File: config.mk
export PLATFORM = sky130hd
export DESIGN_NAME = qsn_cyclic_shift_pipe
export DESIGN_NICKNAME = d
export VERILOG_FILES = /design/src/rtl/qsn_pkg.sv /design/src/rtl/qsn_rot_plane.sv /design/src/rtl/qsn_cyclic_shift_pipe.sv
export SDC_FILE = /design/constraint.sdc
export NUM_CORES = 1
export LEC_CHECK = 0
export ABC_AREA = 1
export CORE_MARGIN = 2
export CORE_UTILIZATION = 40
export DETAILED_ROUTE_END_ITERATION = 7
export GPL_ROUTABILITY_DRIVEN = 0
export GPL_TIMING_DRIVEN = 1
export PLACE_DENSITY_LB_ADDON = 0.05
export SYNTH_ARGS = -nofsm -noshare
export SYNTH_HDL_FRONTEND = slang
export SYNTH_SLANG_ARGS = --single-unit
export TNS_END_PERCENT = 1
File: constraint.sdc
create_clock -name sys_clk -period 7.55 [get_ports sys_clk]
set_input_delay 2.265 -clock sys_clk [delete_from_list [all_inputs] [get_ports sys_clk]]
set_output_delay 2.265 -clock sys_clk [all_outputs]
set_load 0.05 [all_outputs]
File: src/rtl/qsn_pkg.sv
// Shared defaults, types and helpers for the QSN cyclic shifter.
package qsn_pkg;

    localparam int QSN_Z_MAX = 15;
    localparam int QSN_Q     = 4;
    localparam int QSN_SW    = 4;
    localparam int QSN_TAG_W = 8;

    typedef struct packed {
        logic [QSN_Q*QSN_Z_MAX-1:0] data;
        logic [QSN_TAG_W-1:0]       tag;
        logic                       err;
    } qsn_beat_t;

    // Bit offset of plane b inside a packed Q*z_max vector.
    function automatic int plane_idx(input int b, input int z_max);
        return b * z_max;
    endfunction

    function automatic logic [QSN_Z_MAX-1:0] col_mask(input int n);
        logic [QSN_Z_MAX-1:0] m;
        for (int j = 0; j < QSN_Z_MAX; j++) begin
            m[j] = (j < n);
        end
        return m;
    endfunction

endpackage

File: src/rtl/qsn_rot_plane.sv
// One bit-plane of the shifter: splits the active z columns into the part
// that slides down (left) and the part that wraps around (right).
module qsn_rot_plane
    import qsn_pkg::*;
#(
    parameter int Z_MAX = QSN_Z_MAX,
    parameter int SW    = QSN_SW
) (
    input  logic [Z_MAX-1:0] plane_i,
    input  logic [SW-1:0]    shift_i,
    input  logic [SW-1:0]    zlen_i,
    input  logic             kill_i,
    output logic [Z_MAX-1:0] left_o,
    output logic [Z_MAX-1:0] right_o
);

    logic [SW-1:0]    keep;
    logic [Z_MAX-1:0] left_mask;
    logic [Z_MAX-1:0] zone_mask;

    // NOTE: every variable gets a full assignment before the kill override,
    // so this block can never infer a latch.
    always_comb begin
        keep = zlen_i - shift_i;
        for (int j = 0; j < Z_MAX; j++) begin
            left_mask[j] = (j < int'(keep));
            zone_mask[j] = (j < int'(zlen_i));
        end
        left_o  = (plane_i >> shift_i) & left_mask;
        right_o = (plane_i << keep) & zone_mask & ~left_mask;
        if (kill_i) begin
            left_o  = '0;
            right_o = '0;
        end
    end

endmodule

File: src/rtl/qsn_cyclic_shift_pipe.sv
// Two-stage QSN cyclic shifter with valid/ready flow control: stage 1 registers
// the per-plane left/right parts, stage 2 registers their OR-merge.
module qsn_cyclic_shift_pipe
    import qsn_pkg::*;
#(
    parameter int Z_MAX = QSN_Z_MAX,
    parameter int Q     = QSN_Q,
    parameter int SW    = QSN_SW,
    parameter int TAG_W = QSN_TAG_W
) (
    input  logic               sys_clk,
    input  logic               rst,
    input  logic               in_valid,
    output logic               in_ready,
    input  logic [Q*Z_MAX-1:0] in_data,
    input  logic [SW-1:0]      in_shift,
    input  logic [SW-1:0]      in_zlen,
    input  logic               in_inv,
    input  logic [TAG_W-1:0]   in_tag,
    output logic               out_valid,
    input  logic               out_ready,
    output logic [Q*Z_MAX-1:0] out_data,
    output logic [TAG_W-1:0]   out_tag,
    output logic               out_err
);

    logic               err_d;
    logic [SW-1:0]      shift_d;
    logic [Q*Z_MAX-1:0] left_d;
    logic [Q*Z_MAX-1:0] right_d;

    logic               s1_v_q;
    logic [Q*Z_MAX-1:0] s1_left_q;
    logic [Q*Z_MAX-1:0] s1_right_q;
    logic [TAG_W-1:0]   s1_tag_q;
    logic               s1_err_q;

    logic               s2_v_q;
    logic [Q*Z_MAX-1:0] out_data_q;
    logic [TAG_W-1:0]   out_tag_q;
    logic               out_err_q;

    logic               s1_en;
    logic               s2_en;

    // Inverse rotation by s is forward rotation by (z - s) mod z.
    always_comb begin
        err_d   = (in_zlen == '0) || (int'(in_zlen) > Z_MAX) || (in_shift >= in_zlen);
        shift_d = in_shift;
        if (in_inv && (in_shift != '0)) begin
            shift_d = in_zlen - in_shift;
        end
    end

    for (genvar b = 0; b < Q; b++) begin : g_plane
        qsn_rot_plane #(
            .Z_MAX (Z_MAX),
            .SW    (SW)
        ) u_rot (
            .plane_i (in_data[plane_idx(b, Z_MAX) +: Z_MAX]),
            .shift_i (shift_d),
            .zlen_i  (in_zlen),
            .kill_i  (err_d),
            .left_o  (left_d[plane_idx(b, Z_MAX) +: Z_MAX]),
            .right_o (right_d[plane_idx(b, Z_MAX) +: Z_MAX])
        );
    end

    assign s2_en    = !s2_v_q || out_ready;
    assign s1_en    = !s1_v_q || s2_en;
    assign in_ready = s1_en;

    // NOTE: state updates use non-blocking assignments so every register
    // samples pre-edge values regardless of statement order.
    always_ff @(posedge sys_clk) begin
        if (rst) begin
            // NOTE: data registers are cleared as well so an X can never
            // reach out_data, even right after reset.
            s1_v_q     <= 1'b0;
            s1_left_q  <= '0;
            s1_right_q <= '0;
            s1_tag_q   <= '0;
            s1_err_q   <= 1'b0;
            s2_v_q     <= 1'b0;
            out_data_q <= '0;
            out_tag_q  <= '0;
            out_err_q  <= 1'b0;
        end else begin
            if (s1_en) begin
                s1_v_q <= in_valid;
                if (in_valid) begin
                    s1_left_q  <= left_d;
                    s1_right_q <= right_d;
                    s1_tag_q   <= in_tag;
                    s1_err_q   <= err_d;
                end
            end
            if (s2_en) begin
                s2_v_q <= s1_v_q;
                if (s1_v_q) begin
                    out_data_q <= s1_left_q | s1_right_q;
                    out_tag_q  <= s1_tag_q;
                    out_err_q  <= s1_err_q;
                end
            end
        end
    end

    assign out_valid = s2_v_q;
    assign out_data  = out_data_q;
    assign out_tag   = out_tag_q;
    assign out_err   = out_err_q;

endmodule

==> out/metrics.cfg <==
[worst_setup_path]
worst_path_max_delay_cell=clkdlybuf4s50_1
worstRegToRegCells=14
critPathKind=in -> out
crit_family=buffers and inverters
crit_required_ns=5.29
cp_cell_sequence=clkdlybuf4s50_1 > inv_1 > nand3_1 > clkdlybuf4s50_1
cp_max_fo=3
crit_path_start_kind=primary input
critPathBufInv=3
cpMostUsedCell=clkdlybuf4s50_1
cp-end-kind=output port
crit_arrival_ns=3.74
cp.depth=4
max_stage_delay_ns=0.83

[cells_and_area]
layout_commonest_cell=nand2_1
fill_cells=3257
final_cells=2485
drive_above_1_share_pct=4.92
antennaDiodeCount=0
nets=2170
finish.utilization_pct=48.2
area_growth_pct=18.2
layout_common_cells=693 x nand2_1, 249 x nand3_1, 212 x o21ai_0

[power]
pwr_density_cell_mw_per_mm2=231
vdd_ir_drop_max_uv=164
power_uw=3310
p_leak_uw=0.00608

[cts]
clockRootBuffer=clkbuf_16
tritoncts=yes
clock_sinks=200
hold_buffers=0
clkLatencyLatePin_ns=0.45
htreeDepth=4
numCtsBuffers=17
cts_buffer_depth=2
cts_setup_buffers=0
cts.clk_slew.worst_paths_ns=0.09
cts_resized=0

[detailed_routing]
vias_per_cell=5.56
finalWirelength_um=49100
wl_per_cell_um=19.8
drc=0
vias=13800
drt_iter0_drc=1809
firstDrtPassIters=6
ant_nets=0

[timing]
tightest_slew_ns=1.13
finalSetupTns_ns=0
post-route-period-util_pct=79.5
finalHoldViolCount=0
min_period_ns=6.00
relSlewSlack_pct=24.7
worst_slack_ns=1.55
skew_ns=0.0270
final_max_slew_viol_count=0
setup_viol_count_final=0
rsz0062_at_grt=false
clock.fmax_ghz=0.167

[synth]
ys_seq_area_share_pct=33.0
syn-instance-count=2029
synth_area_sq_mm=0.0121
yosysUniqueCellTypes=34
yosysWarnings=0
syn_area_per_cell_sq_um=5.99
synth_nets=2117
ys_seq_elements=200

[floorplan]
io_pins=152
initial_core_util_pct=40.8
rows=63
die_h_um=178
design.die.area_sq_mm=0.0318
die_w_um=178
core-area_sq_mm=0.0298

[placed_design]
place_hpwl_um=37100
portBuffers=151
dp_cells=2453
preCtsSetupSlack_ns=1.48

[job]
maxCapViolCount=0

[status]
status=finished, final reports clean

[global_route]
grt_pass1_vias=12200
grt_max_degree=112
grt_pass1_wl_um=73400
track_usage_pct=30.6
antenna_found_initial=0
grt.overflow.total=0

[worst_hold_path]
whs_path_depth=2
worstHoldPathType=reg -> reg

metrics by stage:
stage | hold slack (ns) | area (sq um)
after floorplan | 0.445 | 12100
after global placement | 0.452 | 13700
after detailed placement | 0.456 | 13700
after CTS | 0.468 | 14400
after global routing | 0.483 | 14400
final | 0.467 | 14400
worst register-to-register path, cell delays in order, from the launching register on:
cell	delay, ns
dfxtp_1	0.33
nand3_1	0.17
nand2_4	0.17
inv_1	0.09
buf_4	0.25
nand4_4	0.28
inv_2	0.13
nand2_1	0.05
buf_4	0.24
inv_2	0.27
buf_4	0.39
nand3_1	0.16
nand2_1	0.17
nand2_1	0.09
a21oi_1	0.13
cell usage after synthesis:
cell | number | area share, %
nor3_1 | 65 | 2.7
inv_1 | 104 | 3.2
ha_1 | 6 | 0.62
nand2_4 | 3 | 0.28
o21bai_1 | 1 | 0.062
nor2_2 | 16 | 0.82
nand3_1 | 249 | 10
buf_6 | 5 | 0.46
nand4_1 | 6 | 0.31
nand3_2 | 4 | 0.33
a21oi_1 | 135 | 5.6
nor2_1 | 139 | 4.3
nand4_4 | 1 | 0.18
and2_1 | 1 | 0.052
o21ai_0 | 212 | 8.7
fa_1 | 1 | 0.16
nand2_1 | 696 | 22
buf_2 | 27 | 1.1
a221oi_1 | 2 | 0.14
mux2i_1 | 4 | 0.33
o21ai_1 | 4 | 0.16
dfxtp_1 | 200 | 33
inv_2 | 11 | 0.34
clkbuf_2 | 1 | 0.041
nor2_4 | 1 | 0.093
buf_4 | 7 | 0.43
nand3b_1 | 16 | 0.99
o22ai_1 | 4 | 0.21
clkbuf_1 | 88 | 2.7
o211ai_1 | 2 | 0.12
nand2_2 | 9 | 0.46
buf_1 | 7 | 0.22
o21ai_2 | 1 | 0.072
or2_1 | 1 | 0.052
layer usage:
layer	vias up	track usage (%)	routed length (um)
li1	6737	-	-
met1	6323	44.6	22500
met2	679	45.9	20800
met3	78	4.88	4100
met4	0	10.0	1730
met5	-	0	0
final cells by class:
class	instances	area, sq um	share of cell area, %
repair buffers	169	1640	11.5
clock inverters	15	236	1.65
flip-flops and latches	200	4000	27.9
clock buffers	17	425	2.96
multi-input cells	1579	7130	49.6
well taps	390	488	3.40
inverters	115	432	3.01
power by group:
group | switching [uW] | internal, uW | leakage, uW
Clock | 485 | 522 | 0.000319
Sequential | 25.3 | 1100 | 0.00163
Combinational | 851 | 326 | 0.00413
Total | 1360 | 1950 | 0.00608
flip-flops by register name, summed over array words and instances, names as in the netlist:
name,flops
s1_v_q,1
out_tag,8
out_valid,1
s1_err_q,1
out_data,60
s1_left_q,60
s1_right_q,60
s1_tag_q,8
out_err,1
final timing paths:
check                           slack (ns)             to           from
worst max register to register        4.55  s1_left_q[45]      out_valid
worst max-delay path                  1.55       in_ready      out_ready
worst min-delay path                  0.47  s1_right_q[3]  s1_right_q[3]
worst min register to register        0.47  s1_right_q[3]  s1_right_q[3]
cells by family after synthesis:
group | synth area share [%]
AOI/OAI and AO/OA | 15.1
adders and majority gates | 0.783
buffers and inverters | 8.54
DFF | 33.0
muxes | 0.330
and+or+nand+nor | 42.3
(Power assumes the default switching activity.)
